===== config.mk =====
export PLATFORM = sky130hd
export DESIGN_NAME = clock_set_ctrl
export DESIGN_NICKNAME = d
export VERILOG_FILES = /design/src/rtl/clk_ctrl_pkg.sv /design/src/rtl/clock_set_ctrl_bcd_step.sv /design/src/rtl/clock_set_ctrl.sv
export SDC_FILE = /design/constraint.sdc
export NUM_CORES = 1
export LEC_CHECK = 0
export ABC_AREA = 1
export ABC_CLOCK_PERIOD_IN_PS = 4920
export BUFFER_PORTS_ARGS = -buffer_cell sky130_fd_sc_hd__buf_2
export CORE_UTILIZATION = 25
export CTS_CLUSTER_SIZE = 16
export DETAILED_ROUTE_END_ITERATION = 7
export SLEW_MARGIN = 30
export SYNTH_ARGS = -nofsm -noshare
export SYNTH_HDL_FRONTEND = slang
export SYNTH_SLANG_ARGS = --single-unit

===== constraint.sdc =====
create_clock -name clk -period 4.92 [get_ports clk]
set_clock_uncertainty 0.1 [all_clocks]
set_input_delay 0.492 -clock clk [delete_from_list [all_inputs] [get_ports clk]]
set_output_delay 0.492 -clock clk [all_outputs]
set_load 0.02 [all_outputs]

===== src/rtl/clk_ctrl_pkg.sv =====
// Shared state encoding and BCD field limits for the digital clock set controller.
package clk_ctrl_pkg;

  // set_field is driven straight from the state register, so this encoding is also the display code
  typedef enum logic [1:0] {
    ST_RUN   = 2'd0,
    ST_SET_H = 2'd1,
    ST_SET_M = 2'd2,
    ST_SET_S = 2'd3
  } state_t;

  localparam logic [7:0] BCD_MAX_SEC  = 8'h59;
  localparam logic [7:0] BCD_MAX_MIN  = 8'h59;
  localparam logic [7:0] BCD_MAX_HOUR = 8'h23;

endpackage


===== src/rtl/clock_set_ctrl_bcd_step.sv =====
// Combinational BCD +/-1 with wrap at the field maximum; malformed or out-of-range values step to 00.
module bcd_step (
  input  logic [7:0] val,
  input  logic [7:0] max,
  input  logic       dir,   // 0 increment, 1 decrement
  output logic [7:0] next
);

  always_comb begin
    next = '0;
    if (val[3:0] > 4'd9 || val[7:4] > 4'd9 || val > max) begin
      next = '0;
    end else if (!dir) begin
      if (val == max)             next = '0;
      else if (val[3:0] == 4'd9)  next = {val[7:4] + 4'd1, 4'd0};
      else                        next = {val[7:4], val[3:0] + 4'd1};
    end else begin
      if (val == '0)              next = max;
      else if (val[3:0] == 4'd0)  next = {val[7:4] - 4'd1, 4'd9};
      else                        next = {val[7:4], val[3:0] - 4'd1};
    end
  end

endmodule


===== src/rtl/clock_set_ctrl.sv =====
// Clock sequencer: 1 Hz tick, cascaded counter enables and the time-set FSM.
// Optional field blinking in set modes is built when CLK_CTRL_BLINK_EN is defined.
module clock_set_ctrl
  import clk_ctrl_pkg::*;
#(
  parameter int unsigned CLK_DIV = 50_000_000
) (
  input  logic       clk,
  input  logic       rst_n,
  input  logic       key_mode,
  input  logic       key_inc,
  input  logic       key_dec,
  input  logic [7:0] sec_bcd,
  input  logic [7:0] min_bcd,
  input  logic [7:0] hour_bcd,
  output logic       sec_en,
  output logic       min_en,
  output logic       hour_en,
  output logic       sec_load,
  output logic       min_load,
  output logic       hour_load,
  output logic [7:0] load_data,
  output logic [1:0] set_field,
  output logic       blink_on
);

  localparam int unsigned PW = $clog2(CLK_DIV);

  state_t        state, state_nx;
  logic [PW-1:0] presc, presc_nx;
  logic          tick;
  logic          step_req;
  logic [7:0]    step_val, step_max, step_next;
  logic [2:0]    load_sel;

  always_comb begin
    state_nx = state;
    if (key_mode) begin
      case (state)
        ST_RUN:   state_nx = ST_SET_H;
        ST_SET_H: state_nx = ST_SET_M;
        ST_SET_M: state_nx = ST_SET_S;
        default:  state_nx = ST_RUN;
      endcase
    end
  end

  // A tick on the same cycle as leaving RUN is suppressed so no enable leaks into SET_H
  always_comb begin
    tick     = (state == ST_RUN) && !key_mode && (presc == PW'(CLK_DIV - 1));
    presc_nx = presc + 1'b1;
    if (state != ST_RUN || key_mode || presc == PW'(CLK_DIV - 1))
      presc_nx = '0;
  end

  // Any active load strobe doubles as the one-cycle guard against stale counter values
  always_comb begin
    step_req = (state != ST_RUN) && !key_mode && (key_inc ^ key_dec) &&
               !(sec_load || min_load || hour_load);
    step_val = sec_bcd;
    step_max = BCD_MAX_SEC;
    load_sel = '0;
    case (state)
      ST_SET_H: begin step_val = hour_bcd; step_max = BCD_MAX_HOUR; load_sel = 3'b100; end
      ST_SET_M: begin step_val = min_bcd;  step_max = BCD_MAX_MIN;  load_sel = 3'b010; end
      ST_SET_S: begin step_val = sec_bcd;  step_max = BCD_MAX_SEC;  load_sel = 3'b001; end
      default:  ;
    endcase
  end

  bcd_step u_step (
    .val  (step_val),
    .max  (step_max),
    .dir  (key_dec),
    .next (step_next)
  );

  always_ff @(posedge clk or negedge rst_n) begin
    if (!rst_n) begin
      state     <= ST_RUN;
      presc     <= '0;
      sec_en    <= 1'b0;
      min_en    <= 1'b0;
      hour_en   <= 1'b0;
      sec_load  <= 1'b0;
      min_load  <= 1'b0;
      hour_load <= 1'b0;
      load_data <= '0;
    end else begin
      state   <= state_nx;
      presc   <= presc_nx;
      sec_en  <= tick;
      min_en  <= tick && (sec_bcd == BCD_MAX_SEC);
      hour_en <= tick && (sec_bcd == BCD_MAX_SEC) && (min_bcd == BCD_MAX_MIN);
      {hour_load, min_load, sec_load} <= step_req ? load_sel : 3'b000;
      if (step_req)
        load_data <= step_next;
    end
  end

  assign set_field = state;

`ifdef CLK_CTRL_BLINK_EN
  localparam int unsigned HALF = CLK_DIV / 2;
  localparam int unsigned HW   = $clog2(HALF);

  logic [HW-1:0] half_cnt;
  logic          blink_q;

  always_ff @(posedge clk or negedge rst_n) begin
    if (!rst_n) begin
      half_cnt <= '0;
      blink_q  <= 1'b1;
    end else if (state_nx == ST_RUN || state_nx != state || step_req) begin
      half_cnt <= '0;
      blink_q  <= 1'b1;
    end else if (half_cnt == HW'(HALF - 1)) begin
      half_cnt <= '0;
      blink_q  <= ~blink_q;
    end else begin
      half_cnt <= half_cnt + 1'b1;
    end
  end

  assign blink_on = blink_q;
`else
  assign blink_on = 1'b1;
`endif

endmodule


==> results of run 1 <==
## logic make-up (layout without fill, tap and decap cells)
logic type / count (synthesis) / in the layout / share of synthesized area (%)
and+or+nand+nor: 277 / 277 / 42.37
buffers and inverters: 62 / 106 / 8.618
DFF: 42 / 42 / 33.83
AOI/OAI and AO/OA: 22 / 22 / 4.269
adders and majority gates: 17 / 17 / 6.846
xor gates and xnor gates: 14 / 14 / 3.947
other: 1 / 1 / 0.1207
## sequential cells by signal, summed over array words and instances, names as in the netlist
name,cells
load_data,8
set_field,2
hour_en,1
hour_load,1
min_en,1
min_load,1
sec_load,1
sec_en,1
presc,26
## critical path, stage by stage, from the launching register on
cell	delay (ps)
sky130_fd_sc_hd__dfrtp_1	400
sky130_fd_sc_hd__inv_1	90
sky130_fd_sc_hd__ha_1	550
sky130_fd_sc_hd__nand3_1	130
sky130_fd_sc_hd__o21ai_1	230
sky130_fd_sc_hd__inv_1	210
sky130_fd_sc_hd__ha_1	320
sky130_fd_sc_hd__and3_2	230
sky130_fd_sc_hd__nand3_1	80
sky130_fd_sc_hd__nand3_1	70
sky130_fd_sc_hd__inv_1	60
sky130_fd_sc_hd__nand2_1	90
sky130_fd_sc_hd__a21oi_4	220
sky130_fd_sc_hd__nand3_1	100
sky130_fd_sc_hd__nand2_1	70
## cells in the mapped netlist, types with 3 or more instances
cell type	count
sky130_fd_sc_hd__nand2_4	4
sky130_fd_sc_hd__nor3_1	25
sky130_fd_sc_hd__nand3_2	3
sky130_fd_sc_hd__nand2_2	3
sky130_fd_sc_hd__buf_6	3
sky130_fd_sc_hd__nand2_1	109
sky130_fd_sc_hd__o21ai_1	3
sky130_fd_sc_hd__nor2_1	55
sky130_fd_sc_hd__ha_1	17
sky130_fd_sc_hd__xor2_1	13
sky130_fd_sc_hd__o21ai_0	11
sky130_fd_sc_hd__a21oi_1	4
sky130_fd_sc_hd__nand3_1	44
sky130_fd_sc_hd__dfrtp_1	42
sky130_fd_sc_hd__nor3b_1	3
sky130_fd_sc_hd__inv_1	52
sky130_fd_sc_hd__nor2_4	4
sky130_fd_sc_hd__nand4_1	14
## power groups by stage
stage                     Sequential (mW)  Combinational (mW)  Clock [mW]
after CTS                           0.415                1.38       0.396
after detailed placement            0.420                1.37           0
after global routing                0.421                1.56       0.405
final                               0.414                1.37       0.383
after floorplan                     0.462                1.06           0
after global placement              0.418                1.35           0
## final cells by class
type / count / area (µm²)
flip-flops and latches: 42 / 1051
clock buffers: 5 / 125.1
well taps: 168 / 210.2
multi-input cells: 331 / 1788
inverters: 54 / 205.2
clock inverters: 3 / 43.79
fillers: 1306 / 8416
repair buffers: 44 / 222.7
## metal layers
layer	routed length, µm	global-route usage (%)	share of wire, %
met4	71	3.772	0.92
met5	0	0	0
met3	294	1.860	3.8
met1	3672	16.71	48
met2	3644	21.54	47
## final timing paths
kind | from | to | slack [ps] | cells after the start
max in group asynchronous | rst_n | presc[16]$_DFF_PN0_ | 4270 | 1
hold reg to reg | load_data[4]$_DFFE_PN0P_ | load_data[4]$_DFFE_PN0P_ | 380 | 2
setup / recovery | set_field[1]$_DFFE_PN0P_ | load_data[1]$_DFFE_PN0P_ | 1890 | 14
min in group clk | min_bcd[0] | hour_en$_DFF_PN0_ | 370 | 3
hold / removal | rst_n | presc[7]$_DFF_PN0_ | 80 | 1
setup reg to reg | set_field[1]$_DFFE_PN0P_ | load_data[1]$_DFFE_PN0P_ | 1890 | 14
## metrics by stage
| stage | std cells | worst slack [ps] |
|---|---|---|
| 6_report | 647 | 1892 |
| 4_1_cts | 647 | 1862 |
| 5_1_grt | 647 | 1608 |
| 2_1_floorplan | 435 | 2154 |
| 3_5_place_dp | 639 | 1885 |
| 3_3_place_gp | 639 | 2004 |
==> report_table.html, run 1 <==
<table>
<tr><th>Metric</th><th>Value</th></tr>
<tr><th colspan="2">Power</th></tr>
<tr><td>Internal portion of total power</td><td>1.074 mW</td></tr>
<tr><td>Total Power</td><td>2.169 mW</td></tr>
<tr><td>Cell leakage power</td><td>1.730 nW</td></tr>
<tr><td>Relative contribution of sequential cells to total power</td><td>19.1%</td></tr>
<tr><td>Power density relative to cell area</td><td>594.9 nW/µm²</td></tr>
<tr><td>Highest ir drop seen on vdd</td><td>0.3270 mV</td></tr>
<tr><td>Net switching fraction of the power</td><td>50.48%</td></tr>
<tr><td>Power dissipated by switching net loads</td><td>1.095 mW</td></tr>
<tr><td>Clk pwr share</td><td>17.7%</td></tr>
<tr><td>Portion of total power attributed to combinational logic</td><td>63.2%</td></tr>
<tr><th colspan="2">Timing</th></tr>
<tr><td>Worst-margin pin slew</td><td>514.3 ps</td></tr>
<tr><td>Setup repair after global routing missed its margin</td><td>false</td></tr>
<tr><td>Sum of negative setup slack</td><td>0 ps</td></tr>
<tr><td>Max frequency</td><td>330.2 MHz</td></tr>
<tr><td>Worst rel slew slack</td><td>65.35%</td></tr>
<tr><td>Worst Hold Slack</td><td>84.38 ps</td></tr>
<tr><td>Hold Fails Final Rpt</td><td>0</td></tr>
<tr><td>Max-slew violation total from the final report</td><td>0</td></tr>
<tr><td>Shortest period the worst path allows</td><td>3028 ps</td></tr>
<tr><td>Final setup violation count</td><td>0</td></tr>
<tr><td>Final worst path period share</td><td>61.55%</td></tr>
<tr><th colspan="2">Yosys</th></tr>
<tr><td>Sequential share of the synthesized area</td><td>33.83%</td></tr>
<tr><td>Post-synthesis instance area</td><td>3107 µm²</td></tr>
<tr><td>Cell types occupying the most area after synthesis</td><td>sky130_fd_sc_hd__dfrtp_1 (34%), sky130_fd_sc_hd__nand2_1 (13%), sky130_fd_sc_hd__nand3_1 (7.1%)</td></tr>
<tr><td>Number of synthesized register bits</td><td>42</td></tr>
<tr><td>Post-synth top area share</td><td>33.83%</td></tr>
<tr><td>Number of warnings reported in the yosys synthesis log</td><td>0</td></tr>
<tr><td>Synth Net Count</td><td>481</td></tr>
<tr><td>Most frequently used flop master after synthesis</td><td>sky130_fd_sc_hd__dfrtp_1</td></tr>
<tr><td>Syn avg cell area</td><td>7.142 µm²</td></tr>
<tr><td>Post-synth ARST share</td><td>100.0%</td></tr>
<tr><td>Post-synth EDFFs</td><td>0</td></tr>
<tr><td>Number of library cell types mapped by synthesis</td><td>38</td></tr>
<tr><td>Synth Instances</td><td>435</td></tr>
<tr><td>Cell taking the most area after synthesis</td><td>sky130_fd_sc_hd__dfrtp_1</td></tr>
<tr><th colspan="2">Setup path</th></tr>
<tr><td>Required time of the worst setup path</td><td>5040 ps</td></tr>
<tr><td>CP Launch Type</td><td>flop</td></tr>
<tr><td>Highest net fanout along the worst path</td><td>14</td></tr>
<tr><td>Worst Path Arrival</td><td>3150 ps</td></tr>
<tr><td>Setup crit end kind</td><td>flop</td></tr>
<tr><td>Critical path start-end classification</td><td>reg -&gt; reg</td></tr>
<tr><th colspan="2">Cells and area</th></tr>
<tr><td>Share of final-layout standard cells stronger than drive strength 1</td><td>16.49%</td></tr>
<tr><td>Synthesis-to-layout area growth</td><td>17.36%</td></tr>
<tr><td>Number of nets in the final layout</td><td>524</td></tr>
<tr><td>Highest-count cells in the layout ignoring fill and taps</td><td>sky130_fd_sc_hd__nand2_1 (109), sky130_fd_sc_hd__nor2_1 (55), sky130_fd_sc_hd__inv_1 (52), sky130_fd_sc_hd__nand3_1 (44), sky130_fd_sc_hd__buf_2 (43)</td></tr>
<tr><td>Most common library cell in the layout ignoring fill and taps</td><td>sky130_fd_sc_hd__nand2_1</td></tr>
<tr><td>Share of the core filled with cells in the final layout</td><td>30.23%</td></tr>
<tr><td>Count of antenna diodes in the layout</td><td>0</td></tr>
<tr><td>Summed area of non-filler cells in the final layout</td><td>3646 µm²</td></tr>
<tr><th colspan="2">Route</th></tr>
<tr><td>Initial DRC Count</td><td>134</td></tr>
<tr><td>Count of nets left with antenna violations after detail routing</td><td>0</td></tr>
<tr><td>Average wire per standard cell</td><td>11.87 µm</td></tr>
<tr><td>Drt total wl</td><td>7683 µm</td></tr>
<tr><td>Via density</td><td>4.425</td></tr>
<tr><td>Number of remaining DRC errors</td><td>0</td></tr>
<tr><td>First-pass iteration count of the detailed router</td><td>4</td></tr>
<tr><td>Total number of vias</td><td>2,863</td></tr>
<tr><th colspan="2">Placed design</th></tr>
<tr><td>RD Place Congestion</td><td>0.9037</td></tr>
<tr><td>DP Wirelength</td><td>6092 µm</td></tr>
<tr><td>Number of buffers added on ports</td><td>44</td></tr>
<tr><td>Placed inst area</td><td>3475 µm²</td></tr>
<tr><th colspan="2">Die</th></tr>
<tr><td>CORE AREA</td><td>12,060 µm²</td></tr>
<tr><td>Overall die width</td><td>113.5 µm</td></tr>
<tr><td>Die area</td><td>12,880 µm²</td></tr>
<tr><td>Initial cell density of the core</td><td>25.76%</td></tr>
<tr><td>Die outline height</td><td>113.5 µm</td></tr>
<tr><td>I/O pin total</td><td>46</td></tr>
<tr><td>Rows</td><td>40</td></tr>
<tr><th colspan="2">CTS</th></tr>
<tr><td>H-Tree Depth</td><td>2</td></tr>
<tr><td>Sinks on Clock Net</td><td>42</td></tr>
<tr><td>Maximum clock path buffer count</td><td>2</td></tr>
<tr><td>Clock-pin slew of the registers on the worst-case setup and hold paths</td><td>70 ps</td></tr>
<tr><td>Cts hold-fix bufs</td><td>0</td></tr>
<tr><td>Number of buffers inserted to repair setup after CTS</td><td>0</td></tr>
<tr><td>Number of clock buffers inserted by TritonCTS</td><td>5</td></tr>
<tr><td>Worst skew pair latency</td><td>290 ps</td></tr>
<tr><td>TritonCTS clock tree</td><td>built</td></tr>
<tr><td>Post_cts resized</td><td>0</td></tr>
<tr><td>Clock Tree Root</td><td>sky130_fd_sc_hd__clkbuf_16</td></tr>
<tr><th colspan="2">Global routing</th></tr>
<tr><td>First-pass GRT wire length</td><td>13,370 µm</td></tr>
<tr><td>Number of antenna violations at the first check in global routing</td><td>0</td></tr>
<tr><td>Vias in the first global route</td><td>2,933</td></tr>
<tr><td>Total congestion overflow</td><td>0</td></tr>
<tr><td>Largest net degree at the start of global routing</td><td>43</td></tr>
<tr><td>Total track usage</td><td>12.70%</td></tr>
<tr><th colspan="2">Worst hold path</th></tr>
<tr><td>Worst Hold Class</td><td>in -&gt; async</td></tr>
<tr><th colspan="2">Run status</th></tr>
<tr><td>Run status</td><td>complete, no violations</td></tr>
<tr><th colspan="2">Job</th></tr>
<tr><td>Number of maximum-capacitance violations</td><td>0</td></tr>
</table>
Power figures use the tool's default switching activity.
==> run 2: changes to the inputs <==
- ABC_CLOCK_PERIOD_IN_PS: 4920 -> 3000
- clock period: 4.92 -> 3 ns (I/O delays scaled with it)
==> run 2 against run 1 <==
Compared with the run above: first-iteration DRC count down 10%; critical path type unchanged; largest cell class unchanged; cell area up 0.69%; fmax up 11%.
==> report_table.html, run 2 (synthesis gave the netlist of run 1 again) <==
<table>
<tr><th>Metric</th><th>Value</th></tr>
<tr><th colspan="2">Job</th></tr>
<tr><td>Number of maximum-capacitance violations</td><td>0</td></tr>
<tr><th colspan="2">Setup path</th></tr>
<tr><td>End point of the critical path</td><td>load_data[1]$_DFFE_PN0P_</td></tr>
<tr><td>Highest net fanout along the worst path</td><td>14</td></tr>
<tr><td>CP peak stage delay</td><td>410 ps</td></tr>
<tr><td>Depth of the worst register-to-register path</td><td>14</td></tr>
<tr><td>Critical path cell sequence</td><td>inv_1 &gt; ha_2 &gt; or2_4 &gt; nand2_4 &gt; inv_1 &gt; ha_1 &gt; and3_2 &gt; nand3_1 &gt; nand3_1 &gt; inv_1 &gt; nand2_1 &gt; a21oi_4 &gt; nand3_1 &gt; nand2_1</td></tr>
<tr><td>Worst setup path startpoint</td><td>set_field[0]$_DFFE_PN0P_</td></tr>
<tr><td>Slack of the worst reg-to-reg path</td><td>280 ps</td></tr>
<tr><td>Slowest cell on the critical path</td><td>sky130_fd_sc_hd__dfrtp_1</td></tr>
<tr><td>Critical path start-end classification</td><td>reg -&gt; reg</td></tr>
<tr><td>Critical R2R Launch</td><td>set_field[0]$_DFFE_PN0P_</td></tr>
<tr><td>Reg-to-reg endpoint</td><td>load_data[1]$_DFFE_PN0P_</td></tr>
<tr><td>Setup crit end kind</td><td>flop</td></tr>
<tr><td>Worst Path Arrival</td><td>2840 ps</td></tr>
<tr><td>CP Launch Type</td><td>flop</td></tr>
<tr><td>Required time of the worst setup path</td><td>3120 ps</td></tr>
<tr><th colspan="2">Timing</th></tr>
<tr><td>Max-slew violation total from the final report</td><td>0</td></tr>
<tr><td>Hold Fails Final Rpt</td><td>0</td></tr>
<tr><td>Shortest period the worst path allows</td><td>2717 ps</td></tr>
<tr><td>Max frequency</td><td>368.1 MHz</td></tr>
<tr><td>Worst-margin pin slew</td><td>533.9 ps</td></tr>
<tr><td>Worst rel slew slack</td><td>64.41%</td></tr>
<tr><td>Final worst path period share</td><td>90.56%</td></tr>
<tr><td>Setup repair after global routing missed its margin</td><td>false</td></tr>
<tr><td>Final setup violation count</td><td>0</td></tr>
<tr><td>Sum of negative setup slack</td><td>0 ps</td></tr>
<tr><td>Worst Setup Slack, final</td><td>283.3 ps</td></tr>
<tr><th colspan="2">Placed design</th></tr>
<tr><td>Dpl cells</td><td>644</td></tr>
<tr><td>RD Place Congestion</td><td>0.9000</td></tr>
<tr><td>Number of buffers added on ports</td><td>44</td></tr>
<tr><td>DP Wirelength</td><td>6256 µm</td></tr>
<tr><td>Post-placement setup slack</td><td>172.9 ps</td></tr>
<tr><th colspan="2">Route</th></tr>
<tr><td>Total number of vias</td><td>2,960</td></tr>
<tr><td>Number of remaining DRC errors</td><td>0</td></tr>
<tr><td>Met1 Wirelength</td><td>3608 µm</td></tr>
<tr><td>Initial DRC Count</td><td>120</td></tr>
<tr><td>Wire length on met3</td><td>263 µm</td></tr>
<tr><td>Drt total wl</td><td>7741 µm</td></tr>
<tr><td>Via density</td><td>4.533</td></tr>
<tr><td>Average wire per standard cell</td><td>11.85 µm</td></tr>
<tr><td>Top layer reached by signal wires</td><td>met4</td></tr>
<tr><td>Amount of wire on met2 after detailed routing</td><td>3790 µm</td></tr>
<tr><td>First-pass iteration count of the detailed router</td><td>4</td></tr>
<tr><td>Count of nets left with antenna violations after detail routing</td><td>0</td></tr>
<tr><th colspan="2">Global routing</th></tr>
<tr><td>Number of antenna violations at the first check in global routing</td><td>0</td></tr>
<tr><td>Vias in the first global route</td><td>2,896</td></tr>
<tr><td>First-pass GRT wire length</td><td>13,400 µm</td></tr>
<tr><td>Total congestion overflow</td><td>0</td></tr>
<tr><td>Largest net degree at the start of global routing</td><td>43</td></tr>
<tr><td>Total track usage</td><td>12.78%</td></tr>
<tr><th colspan="2">Power</th></tr>
<tr><td>Relative contribution of sequential cells to total power</td><td>19.0%</td></tr>
<tr><td>Power dissipated by switching net loads</td><td>1.799 mW</td></tr>
<tr><td>Portion of total power attributed to combinational logic</td><td>66.1%</td></tr>
<tr><td>Internal portion of total power</td><td>1.762 mW</td></tr>
<tr><td>Highest ir drop seen on vdd</td><td>0.6458 mV</td></tr>
<tr><td>Net switching fraction of the power</td><td>50.52%</td></tr>
<tr><td>Power density relative to cell area</td><td>970.1 nW/µm²</td></tr>
<tr><td>Clk pwr share</td><td>14.9%</td></tr>
<tr><td>Cell leakage power</td><td>1.746 nW</td></tr>
<tr><td>Total Power</td><td>3.561 mW</td></tr>
<tr><th colspan="2">CTS</th></tr>
<tr><td>Maximum clock path buffer count</td><td>2</td></tr>
<tr><td>Worst skew pair latency</td><td>280 ps</td></tr>
<tr><td>H-Tree Depth</td><td>2</td></tr>
<tr><td>Number of clock buffers inserted by TritonCTS</td><td>5</td></tr>
<tr><td>Sinks on Clock Net</td><td>42</td></tr>
<tr><td>Number of buffers inserted to repair setup after CTS</td><td>0</td></tr>
<tr><td>Clock Tree Root</td><td>sky130_fd_sc_hd__clkbuf_16</td></tr>
<tr><td>Clock-pin slew of the registers on the worst-case setup and hold paths</td><td>60 ps</td></tr>
<tr><td>TritonCTS clock tree</td><td>built</td></tr>
<tr><th colspan="2">Cells and area</th></tr>
<tr><td>Register ranked first by flip-flop count</td><td>presc</td></tr>
<tr><td>Share of final-layout standard cells stronger than drive strength 1</td><td>17.53%</td></tr>
<tr><td>Most common library cell in the layout ignoring fill and taps</td><td>sky130_fd_sc_hd__nand2_1</td></tr>
<tr><td>Highest-count cells in the layout ignoring fill and taps</td><td>sky130_fd_sc_hd__nand2_1 (109), sky130_fd_sc_hd__nor2_1 (55), sky130_fd_sc_hd__inv_1 (52), sky130_fd_sc_hd__nand3_1 (44), sky130_fd_sc_hd__buf_2 (43)</td></tr>
<tr><td>Count of antenna diodes in the layout</td><td>0</td></tr>
<tr><td>Max reg flops</td><td>26</td></tr>
<tr><td>Synthesis-to-layout area growth</td><td>18.16%</td></tr>
<tr><td>Post-route insts no fill</td><td>653</td></tr>
<tr><td>Number of nets in the final layout</td><td>530</td></tr>
<tr><th colspan="2">Die</th></tr>
<tr><td>Die outline height</td><td>113.5 µm</td></tr>
<tr><td>I/O pin total</td><td>46</td></tr>
<tr><td>Overall die width</td><td>113.5 µm</td></tr>
<tr><td>Die area</td><td>12,880 µm²</td></tr>
<tr><td>Rows</td><td>40</td></tr>
<tr><td>Initial cell density of the core</td><td>25.76%</td></tr>
<tr><td>CORE AREA</td><td>12,060 µm²</td></tr>
<tr><th colspan="2">Worst hold path</th></tr>
<tr><td>Worst Hold Class</td><td>in -&gt; reg</td></tr>
<tr><td>Startpoint of the lowest-slack hold path</td><td>min_bcd[6]</td></tr>
<tr><th colspan="2">Run status</th></tr>
<tr><td>Run status</td><td>complete, no violations</td></tr>
</table>
-- run 2: worst min path at each step --
stage,depth (start not counted),slack [ps],to
final,3,180,hour_en$_DFF_PN0_
after detailed placement,2,360,load_data[4]$_DFFE_PN0P_
after floorplan,0,-100,hour_en$_DFF_PN0_
after CTS,1,90,presc[11]$_DFF_PN0_
after global routing,3,190,hour_en$_DFF_PN0_
after global placement,2,370,load_data[2]$_DFFE_PN0P_
-- run 2: metrics by stage --
stage | instance area [µm²] | hold slack [ps] | utilization [%]
finish | 3671 | 182.0 | 30.44
global route | 3671 | 185.5 | 30.44
CTS | 3656 | 91.22 | 30.31
detailed placement | 3512 | 364.2 | 29.12
global placement | 3512 | 368.3 | 29.12
floorplan | 3107 | -95.59 | -
-- run 2: layer usage --
layer | global-route usage (%) | vias up
met4 | 2.719 | 0
met2 | 22.32 | 76
met1 | 16.46 | 1384
li1 | - | 1492
met5 | 0 | -
met3 | 2.232 | 8
-- run 2: area by class of cell --
type,count,area [µm²]
fillers,1316,8391
multi-input cells,331,1790
flip-flops and latches,42,1051
repair buffers,50,270.3
well taps,168,210.2
inverters,54,205.2
clock buffers,5,125.1
clock inverters,3,18.77
-- run 2: power by group through the flow --
stage / clock network [mW] / registers, mW / logic [mW]
finish: 0.530 / 0.678 / 2.35
global route: 0.566 / 0.687 / 2.69
CTS: 0.549 / 0.680 / 2.35
detailed placement: 0 / 0.690 / 2.34
global placement: 0 / 0.686 / 2.31
floorplan: 0 / 0.757 / 1.73
-- run 2: worst max-delay path: cells and delay by family (launching register included) --
family	cells	cell delay, ps
DFF	1	410
and+or+nand+nor	8	1010
AOI/OAI and AO/OA	1	220
buffers and inverters	3	240
adders and majority gates	2	660
-- run 2: repair_timing --
action | in CTS | in global routing
hold buffers | 0 | 1
endpoints found under the setup margin | 0 | 8
gates resized for setup | 0 | 1
endpoints found under the hold margin | 0 | 42
